**config.mk**
```make
export PLATFORM = sky130hd
export DESIGN_NAME = sisc_prog_loader
export DESIGN_NICKNAME = d
export VERILOG_FILES = /design/src/rtl/sisc_prog_loader.sv
export SDC_FILE = /design/constraint.sdc
export NUM_CORES = 1
export LEC_CHECK = 0
export ABC_AREA = 0
export CORE_ASPECT_RATIO = 0.75
export CORE_MARGIN = 3
export CORE_UTILIZATION = 54
export DETAILED_ROUTE_END_ITERATION = 7
export GPL_TIMING_DRIVEN = 1
export MAX_ROUTING_LAYER = met4
export PLACE_DENSITY = 0.8
export RECOVER_POWER = 100
export SLEW_MARGIN = 20
export SYNTH_ARGS = -nofsm -noshare
export SYNTH_HDL_FRONTEND = slang
export SYNTH_SLANG_ARGS = --single-unit
```
**constraint.sdc**
```tcl
create_clock -name CLK -period 4.2 [get_ports CLK]
set_clock_uncertainty 0.1 [all_clocks]
set_input_delay 0.42 -clock CLK [delete_from_list [all_inputs] [get_ports CLK]]
set_output_delay 0.42 -clock CLK [all_outputs]
set_load 0.05 [all_outputs]
```
**src/rtl/sisc_prog_loader.sv**
```systemverilog
// Program loader for the SISC core: turns a length-prefixed byte stream into
// 32-bit IM writes and releases the core from reset once the image is complete.
module sisc_prog_loader #(
  parameter int                ADDR_W    = 16,
  parameter logic [ADDR_W-1:0] BASE_ADDR = '0,
  parameter int                MAX_WORDS = 1024
) (
  input  logic              CLK,
  input  logic              RST,
  input  logic              START,
  input  logic [7:0]        BYTE_IN,
  input  logic              BYTE_VALID,
  output logic              BYTE_READY,
  output logic              IM_WE,
  output logic [ADDR_W-1:0] IM_ADDR,
  output logic [31:0]       IM_WDATA,
  output logic              CORE_RST_F,
  output logic              LOAD_DONE,
  output logic              LOAD_ERR,
  output logic [ADDR_W-1:0] WORD_CNT
);

  typedef enum logic [2:0] {
    S_IDLE,
    S_HDR_HI,
    S_HDR_LO,
    S_DATA,
    S_WRITE,
    S_DONE,
    S_ERR
  } state_t;

  state_t            state_q, state_d;
  logic [15:0]       len_q, len_d;
  logic [1:0]        idx_q, idx_d;
  logic [31:0]       shift_q, shift_d;
  logic [ADDR_W-1:0] word_cnt_q, word_cnt_d;
  logic [ADDR_W-1:0] im_addr_q, im_addr_d;
  logic [31:0]       im_wdata_q, im_wdata_d;
  logic              byte_ready_q, byte_ready_d;
  logic              im_we_q, im_we_d;
  logic              load_done_q, load_done_d;
  logic              load_err_q, load_err_d;
  logic              core_rst_f_q, core_rst_f_d;
  logic              accept;

  always_ff @(posedge CLK or posedge RST) begin
    if (RST) begin
      state_q      <= S_IDLE;
      len_q        <= '0;
      idx_q        <= '0;
      shift_q      <= '0;
      word_cnt_q   <= '0;
      im_addr_q    <= '0;
      im_wdata_q   <= '0;
      byte_ready_q <= 1'b0;
      im_we_q      <= 1'b0;
      load_done_q  <= 1'b0;
      load_err_q   <= 1'b0;
      core_rst_f_q <= 1'b0;
    end else begin
      state_q      <= state_d;
      len_q        <= len_d;
      idx_q        <= idx_d;
      shift_q      <= shift_d;
      word_cnt_q   <= word_cnt_d;
      im_addr_q    <= im_addr_d;
      im_wdata_q   <= im_wdata_d;
      byte_ready_q <= byte_ready_d;
      im_we_q      <= im_we_d;
      load_done_q  <= load_done_d;
      load_err_q   <= load_err_d;
      core_rst_f_q <= core_rst_f_d;
    end
  end

  always_comb begin
    state_d    = state_q;
    len_d      = len_q;
    idx_d      = idx_q;
    shift_d    = shift_q;
    word_cnt_d = word_cnt_q;
    im_addr_d  = im_addr_q;
    im_wdata_d = im_wdata_q;
    accept     = BYTE_VALID && byte_ready_q;

    case (state_q)
      S_IDLE: begin
        if (START) state_d = S_HDR_HI;
      end
      S_HDR_HI: begin
        if (accept) begin
          len_d   = {BYTE_IN, len_q[7:0]};
          state_d = S_HDR_LO;
        end
      end
      S_HDR_LO: begin
        if (accept) begin
          len_d      = {len_q[15:8], BYTE_IN};
          idx_d      = '0;
          word_cnt_d = '0;
          if (len_d == 16'd0)                       state_d = S_DONE;
          else if ({16'd0, len_d} > 32'(MAX_WORDS)) state_d = S_ERR;
          else                                      state_d = S_DATA;
        end
      end
      S_DATA: begin
        if (accept) begin
          shift_d = {shift_q[23:0], BYTE_IN};
          if (idx_q == 2'd3) begin
            idx_d      = '0;
            im_addr_d  = BASE_ADDR + word_cnt_q;
            im_wdata_d = shift_d;
            state_d    = S_WRITE;
          end else begin
            idx_d = idx_q + 2'd1;
          end
        end
      end
      S_WRITE: begin
        word_cnt_d = word_cnt_q + ADDR_W'(1);
        idx_d      = '0;
        if (32'(word_cnt_d) == 32'(len_q)) state_d = S_DONE;
        else                               state_d = S_DATA;
      end
      S_DONE, S_ERR: begin
        if (START) begin
          len_d      = '0;
          word_cnt_d = '0;
          idx_d      = '0;
          state_d    = S_HDR_HI;
        end
      end
      default: state_d = S_IDLE;
    endcase

    byte_ready_d = (state_d == S_HDR_HI) || (state_d == S_HDR_LO) || (state_d == S_DATA);
    im_we_d      = (state_d == S_WRITE);
    // Status flags lag entry into DONE/ERR by one cycle but drop on the restart edge.
    load_done_d  = (state_q == S_DONE) && (state_d == S_DONE);
    load_err_d   = (state_q == S_ERR) && (state_d == S_ERR);
    core_rst_f_d = load_done_d;
  end

  assign BYTE_READY = byte_ready_q;
  assign IM_WE      = im_we_q;
  assign IM_ADDR    = im_addr_q;
  assign IM_WDATA   = im_wdata_q;
  assign CORE_RST_F = core_rst_f_q;
  assign LOAD_DONE  = load_done_q;
  assign LOAD_ERR   = load_err_q;
  assign WORD_CNT   = word_cnt_q;

endmodule

```
Word-level counts from Yosys, hierarchy flattened --
Index checks and enable logic that the tools add are counted.
Word-level totals: register bits 113, input port bits 12, output and inout port bits 69, logic and storage cells 74
Cells by class: add/sub/neg operators 2, magnitude comparators 1, equal/unequal tests 18, mux-type cells 20, bitwise logic cells 2, reductions and logical operators 19
Operator list (count):
- case mux 16 bit (3 select lines) | 2
- 2-to-1 mux 16 bit | 3
- 2-to-1 mux 3 bit | 8
- equality test 3 bit, second input constant | 6
- adder 16 x 1 -> 16 bit, second input constant | 1
- equality test 16 bit | 1
- greater-than comparator 16 x 11 -> 1 bit, second input constant | 1
- zero test 16 bit | 1
- case mux 3 bit (5 select lines) | 1
- equality test 3 x 2 -> 1 bit, second input constant | 4
- AND reduction 4 bit | 3
- 2-to-1 mux 2 bit | 4
- 2-to-1 mux 8 bit | 1
- inequality test 2 bit, second input constant | 4
- case mux 2 bit (4 select lines) | 1
- equality test 3 x 1 -> 1 bit, second input constant | 2
- AND reduction 3 bit | 2
- nonzero test 2 bit | 2
- nonzero test 4 bit | 1
- logical AND 1 bit | 3
- zero test 3 bit | 1
- nonzero test 3 bit | 1
- OR reduction 3 bit | 1
- adder 2 x 1 -> 2 bit, second input constant | 1
- 5 further kinds | 7

Depth between registers and ports, before layout --
Gate-level depths: netlist of the first run.
depth after elaboration 8, gate-level depth with buffers 9, depth with buffers taken out 7

Worst setup path before layout of the first run --
No wires, ideal clock.
path kind reg2reg, start register word_cnt_q[0] (netlist: WORD_CNT[0]), end register state_q[1], library setup time 0.136 ns, arrival 2.785 ns, data required time 3.964 ns, path slack 1.179 ns, stages on the path, launching flop included 8, buffers on the path 0, clock period less this slack 3.021 ns, path through dfrtp_1 ha_1 nand3_1 or4_1 mux2i_1 a2111o_1 nor4_2 o21ai_0
Between the ends: cells in the longest elaborated chain, start to end 4
RTL lines:
- start, declared | line 37 | logic [ADDR_W-1:0] word_cnt_q, word_cnt_d;
- start signal, assigned | line 66 | word_cnt_q <= word_cnt_d;
- adder 16 x 1 -> 16 bit | line 121 | word_cnt_d = word_cnt_q + ADDR_W'(1);
- equality test 16 bit | line 123 | if (32'(word_cnt_d) == 32'(len_q)) state_d = S_DONE;
- 2-to-1 mux 3 bit | line 123
- case mux 3 bit (5 select lines) | line 87 | case (state_q)
- net state_d[1] | line 33 | state_t state_q, state_d;
- end signal, assigned | line 62 | state_q <= state_d;
- end, declared | line 33
The timed path passes the listed nets, and every way through them passes these cells. A chain may end at the register's enable or synchronous reset.

Worst setup path after layout of the first run --
start input BYTE_VALID, end register im_addr_q[13] (netlist: IM_ADDR[13])
Between the ends: cells in the longest elaborated chain, start to end 2
RTL lines:
- start, declared | line 12 | input logic BYTE_VALID,
- logical AND 1 bit | line 85 | accept = BYTE_VALID && byte_ready_q;
- AND reduction 3 bit (no source line)
- end signal, assigned | line 67 | im_addr_q <= im_addr_d;
- end, declared | line 38 | logic [ADDR_W-1:0] im_addr_q, im_addr_d;
No other way between the ends.

==> flow_summary.toml, run 1 <==
[yosys]
synth_seq_cells = 113
syn-mean-instance-area_sq_um = 9.34
yosysSeqAreaShare_pct = 54.2
synth_top_area_cell = "dfrtp_1"
synth_enable_flop_cells = 0
synth.net_count = 573
yosys-top-cells-area = "dfrtp_1, nand2_1, mux2_2"
synth_ff_type = "dfrtp_1"
synth.yosys.warnings = 0
asyncSetResetFlopFracSynth_pct = 100
netlist.area_leader.share_pct = 54.2
ys_types = 58
cell_count_after_synthesis = 559
netlist_area_sq_mm = 0.00522

[power]
power_density_mw_per_mm2 = 678
power.ir.vdd_worst_v = 0.000437
p_leak_nw = 3.44

[final_layout]
antenna-diode-count = 0
ratio_of_cells_with_drive_above_1_in_the_final_layout_pct = 9.81
nets = 646
layout.filler_cells = 718
area_growth_syn_to_layout_pct = 26.8

[worst_setup_path]
crit_path_start_kind = "primary input"
critPathRequiredTime_ps = 4380
worstPathArrival_ps = 3390
critPathSlowestCell = "clkbuf_1"
critPathCaptureType = "flip-flop"
cp_peak_stage_delay_ps = 810
worstSetupPathType = "in -> reg"
crit_fanout = 26
timing.critical_path.cells = "clkdlybuf4s50_1 -> and3b_1 -> and3_1 -> buf_4 -> nand2_1 -> clkbuf_1 -> mux2_2"

[routing]
drt-total-wl_um = 13200
dr.first_iter.drc_count = 390
detail-route-antenna-nets = 0
drt_pass1_iterations = 5
post_drt_wl_per_cell_um = 17.2
route.detailed.drc = 0
vias_per_cell = 5.81
total_vias_in_the_final_route = 4475

[floorplanning]
row_count = 30
chipHeight_um = 91.2
io_pins = 81
core_area_sq_mm = 0.00923
starting_density_of_the_core_pct = 56.5
fp.dieArea_sq_mm = 0.0109
fp.dieW_um = 120

[run]
maxCapViolCount = 2

[sta]
grt_setup_unrepaired = "no"
final_count_of_hold_timing_violations = 0
finalCritPeriodShare_pct = 76.4
tmin_final_ps = 3210
holdWs_ps = 364
achievable-frequency_mhz = 312
timing.max_slew.rel_slack_pct = -84.1
finalSetupViolCount = 0
worstMarginPinSlew_ps = 2760
fin_setup_tns_ps = 0
slew_viol_final = 75

[hold_path]
holdCritPathClass = "reg -> reg"

[clock_tree]
clock_tree_root = "clkbuf_16"
clock_path_buffers = 2
clkLatencyLatePin_ps = 400
cts.reportedPaths.clkPinSlew_ps = 50
cts_inserted_buffers = 17
postCtsSetupBuffers = 0
cts_sinks = 113
cts_max_level = 4
cts.repair.resized = 0
tritoncts = "yes"
ctsHoldBuffers = 0

[run_status]
run_status = "complete, but fails checks"
failed_checks = "max-capacitance violations, max-slew violations"

[global_routing]
grt_pass1_wl_um = 22200
maximum_number_of_pins_on_one_net_before_global_route_repair = 75
via_count_of_the_first_global_routing_pass = 4393
grt_overflow_total = 0
grt_antenna_before_repair = 0
globalRouteTotalUtil_pct = 26.5

[placed_design]
globalplace.congestion = 0.954
io_buffers = 80
hpwl_after_dpl_um = 8830
==> worst max-delay path: cells and delay by family <==
kind	cells	cell delay [ps]
mux	1	420
simple gates	3	1040
buf+inv	3	1490
==> flip-flops by register name, indices dropped and copies added, names as in the netlist <==
signal,flops
BYTE_READY,1
shift_q,24
LOAD_ERR,1
WORD_CNT,16
CORE_RST_F,1
IM_ADDR,16
IM_WDATA,32
idx_q,2
IM_WE,1
len_q,16
state_q,3
==> metal layers <==
metal / global-route usage (%) / up-vias / routed length [um]
li1: - / 2046 / -
met1: 37.9 / 2189 / 5910
met2: 37.9 / 219 / 5960
met3: 6.85 / 21 / 1170
met4: 7.15 / 0 / 195
met5: - / - / 0
==> metrics by stage <==
step           area [sq um]  std cells  setup slack (ps)  total power [mW]  util [%]
6_report               6620        770               993              4.49      71.7
2_1_floorplan          5220        559               693              2.71         -
3_5_place_dp           6100        741              1280              3.19      66.0
5_1_grt                6620        770               519              4.72      71.7
3_3_place_gp           6100        741              1340              3.15      66.0
4_1_cts                6640        770              1280              4.55      71.9
==> cell usage in the layout (no fill, tap or decap), drive strengths merged, types with 5 or more instances in the layout <==
cell type / Yosys / final
nand2: 202 / 202
dfrtp: 113 / 113
dlygate4sd3: 0 / 70
o21ai: 33 / 33
clkbuf: 24 / 26
mux2: 22 / 22
nand3: 19 / 19
nor2: 17 / 17
a21oi: 11 / 11
xnor2: 10 / 10
clkdlybuf4s50: 0 / 10
inv: 7 / 7
nor4: 7 / 7
xor2: 6 / 6
and3: 6 / 6
or3: 6 / 6
nor2b: 5 / 5
nand4: 5 / 5
==> synth_stat cells (6+ instances only) <==
cell / n
a21oi_1: 11
and3_1: 6
buf_2: 6
clkbuf_1: 23
dfrtp_1: 113
inv_1: 6
mux2_2: 22
nand2_1: 202
nand3_1: 18
nor2_1: 17
o21ai_0: 33
xnor2_1: 10
xor2_1: 6
==> layout make-up <==
cell class | count | area, sq um | share of cell area, %
Tap cell | 128 | 160 | 2.42
Clock buffer | 23 | 488 | 7.37
Inverter | 7 | 26.3 | 0.397
Timing Repair Buffer | 87 | 845 | 12.8
Clock inverter | 6 | 57.6 | 0.869
Multi-Input combinational cell | 406 | 2220 | 33.5
Sequential cell | 113 | 2830 | 42.7
==> path summary, 6_finish.rpt <==
check                      slack [ps]  cells past startpoint                  endpoint                     start
min in group asynchronous        1200                      2  IM_WDATA[19]$_DFFE_PP0P_                       RST
max in group asynchronous        1080                      3      len_q[2]$_DFFE_PP0P_                       RST
min                               360                      2  IM_WDATA[27]$_DFFE_PP0P_  IM_WDATA[27]$_DFFE_PP0P_
max                               990                      7   IM_ADDR[13]$_DFFE_PP0P_                BYTE_VALID
min reg2reg                       360                      2  IM_WDATA[27]$_DFFE_PP0P_  IM_WDATA[27]$_DFFE_PP0P_
max reg2reg                      1010                      6   IM_ADDR[13]$_DFFE_PP0P_      state_q[2]$_DFF_PP0_
==> power by group <==
group / total, mW / leakage, nW / switching (mW) / internal (mW)
sequential: 1.67 / 1.52 / 0.266 / 1.40
combinational: 1.50 / 1.64 / 1.00 / 0.493
clock: 1.33 / 0.271 / 0.466 / 0.860
==> logic make-up (layout without fill, tap and decap cells) <==
group / Yosys count / after routing / synth area share, %
buf+inv: 40 / 123 / 3.26
fa+ha+maj: 4 / 4 / 0.887
simple gates: 287 / 287 / 25.1
mux: 24 / 24 / 5.13
flops: 113 / 113 / 54.2
compound gates: 75 / 75 / 8.82
xor+xnor: 16 / 16 / 2.68
(Power assumes the default switching activity.)
==> run 2: changes to the inputs <==
Clock period 4.2 ns to 3 ns, I/O delays scaled along.
==> flow_summary.toml, run 2 (synthesized netlist as in run 1, its figures left out) <==
[run_status]
run_status = "complete, but fails checks"
failed_checks = "max-capacitance violations, max-slew violations"

[floorplanning]
row_count = 30
fp.dieArea_sq_mm = 0.0109
chipHeight_um = 91.2
starting_density_of_the_core_pct = 56.5
fp.dieW_um = 120
io_pins = 81
core_area_sq_mm = 0.00923

[power]
p_sw_mw = 2.50
sequential_share_of_power_pct = 36.3
power.combinational.fraction_pct = 33.5
p_sw_share_pct = 38.9
power.share.clock_pct = 30.2
internal_power_mw = 3.93
power_mw = 6.43
power.ir.vdd_worst_v = 0.000615
power_density_mw_per_mm2 = 957
p_leak_nw = 3.47

[final_layout]
nets = 654
max_ffs_per_register = 32
layout.core_utilization_pct = 72.7
mostFrequentLayoutCells = "nand2_1, dfrtp_1, dlygate4sd3_1, o21ai_0, mux2_2"
antenna-diode-count = 0
final-instance-count-excl-fill = 780
finish.instance_area_sq_mm = 0.00672
ratio_of_cells_with_drive_above_1_in_the_final_layout_pct = 11.5
mostFrequentLayoutCell = "nand2_1"
area_growth_syn_to_layout_pct = 28.6
layout.filler_cells = 707
multi_input_area_sq_mm = 0.00223
area.sequential_sq_mm = 0.00283

[placed_design]
pre_cts_ws_ps = 211
io_buffers = 80
globalplace.congestion = 0.901
placedCellCount = 749
hpwl_after_dpl_um = 9290
postPlaceCellArea_sq_mm = 0.00616

[sta]
final_count_of_hold_timing_violations = 0
finalCritPeriodShare_pct = 93.8
slew_viol_final = 68
timing.max_slew.rel_slack_pct = -12.8
worstMarginPinSlew_ps = 1690
grt_setup_unrepaired = "no"
achievable-frequency_mhz = 355
tmin_final_ps = 2810
finalWorstSetupSlack_ps = 187
fin_setup_tns_ps = 0
finalSetupViolCount = 0
holdWs_ps = 364

[routing]
route.detailed.drc = 0
dr.first_iter.drc_count = 499
post_drt_wl_per_cell_um = 17.8
drt-total-wl_um = 13900
vias_per_cell = 5.81
total_vias_in_the_final_route = 4534
drt_pass1_iterations = 5
detail-route-antenna-nets = 0

[worst_setup_path]
critPathRequiredTime_ps = 3140
crit_fanout = 9
critical_path.reg2reg.startpoint = "WORD_CNT[0]$_DFFE_PP0P_"
critPathSlowestCell = "or4_1"
crit_path_start_kind = "flip-flop"
setup.worst_path.start = "WORD_CNT[0]$_DFFE_PP0P_"
critPathCaptureType = "flip-flop"
cp_peak_stage_delay_ps = 640
worstPathArrival_ps = 2960
worstSetupPathType = "reg -> reg"
timing.critical_path.cells = "ha_2 -> nand3_1 -> or4_1 -> mux2i_1 -> a2111o_1 -> nor4_2 -> o21ai_0"

[global_routing]
gr-usage-met2_pct = 38.3
met1_usage_pct = 40.9
globalRouteTotalUtil_pct = 27.8
grt_antenna_before_repair = 0
grt_most_used_layer = "met1"
grt_pass1_wl_um = 23000
grt.met3_usage_pct = 6.72
grt_overflow_total = 0
maximum_number_of_pins_on_one_net_before_global_route_repair = 68
via_count_of_the_first_global_routing_pass = 4369

[clock_tree]
clock_path_buffers = 2
cts_sinks = 113
tritoncts = "yes"
cts.reportedPaths.clkPinSlew_ps = 60
cts_max_level = 4
postCtsSetupBuffers = 0
clock_tree_root = "clkbuf_16"
cts_inserted_buffers = 17
clkLatencyLatePin_ps = 410

[hold_path]
hold_path_startpoint = "IM_WDATA[31]$_DFFE_PP0P_"
holdCritPathClass = "reg -> reg"

[run]
maxCapViolCount = 1
[run 2: cell type report]
| cell class | count | share of cell area [%] |
|---|---|---|
| clock buffers | 21 | 6.86 |
| clock inverters | 10 | 1.68 |
| inverters | 7 | 0.447 |
| multi-input cells | 406 | 33.1 |
| flip-flops and latches | 113 | 42.1 |
| well taps | 128 | 2.38 |
| repair buffers | 95 | 13.4 |
[run 2: power groups by stage]
| stage | clock network, mW | registers, mW | logic, mW |
|---|---|---|---|
| after global routing | 2.04 | 2.38 | 2.35 |
| after detailed placement | 0 | 2.35 | 2.17 |
| after floorplan | 0 | 2.79 | 1.01 |
| final | 1.94 | 2.33 | 2.15 |
| after CTS | 1.96 | 2.33 | 2.22 |
| after global placement | 0 | 2.33 | 2.13 |
[run 2: timing repair]
action                                  4_1_cts  5_1_grt
endpoints found under the setup margin        0        1
gates resized for setup                       0        1
hold buffers                                  0        0
[run 2: final timing paths]
check	slack, ps	to	depth (start not counted)
worst max-delay path	190	state_q[1]$_DFF_PP0_	7
min in group asynchronous	650	idx_q[0]$_DFFE_PP0P_	3
max in group asynchronous	770	WORD_CNT[0]$_DFFE_PP0P_	3
worst min-delay path	360	IM_WDATA[31]$_DFFE_PP0P_	2
worst min register to register	360	IM_WDATA[31]$_DFFE_PP0P_	2
worst max register to register	190	state_q[1]$_DFF_PP0_	7
[run 2: worst max-delay path: cells and delay by family, from the launching register on]
family,cells,cell delay (ps)
AO/OA/AOI/OAI,2,540
adder cells (fa/ha/maj),1,270
flip-flops,1,470
multiplexers,1,160
AND/OR/NAND/NOR,3,1110
[run 2: layer usage]
metal | share of wire [%] | up-vias
li1 | - | 2058
met1 | 46 | 2247
met2 | 45 | 210
met3 | 7.9 | 19
met4 | 1.2 | 0
met5 | 0 | -
==> run 3: changes to the inputs <==
Settings changed: SLEW_MARGIN 20 to unset.
==> results of run 3 <==
No change in the layout: final DEF, timing and power equal those of run 2.
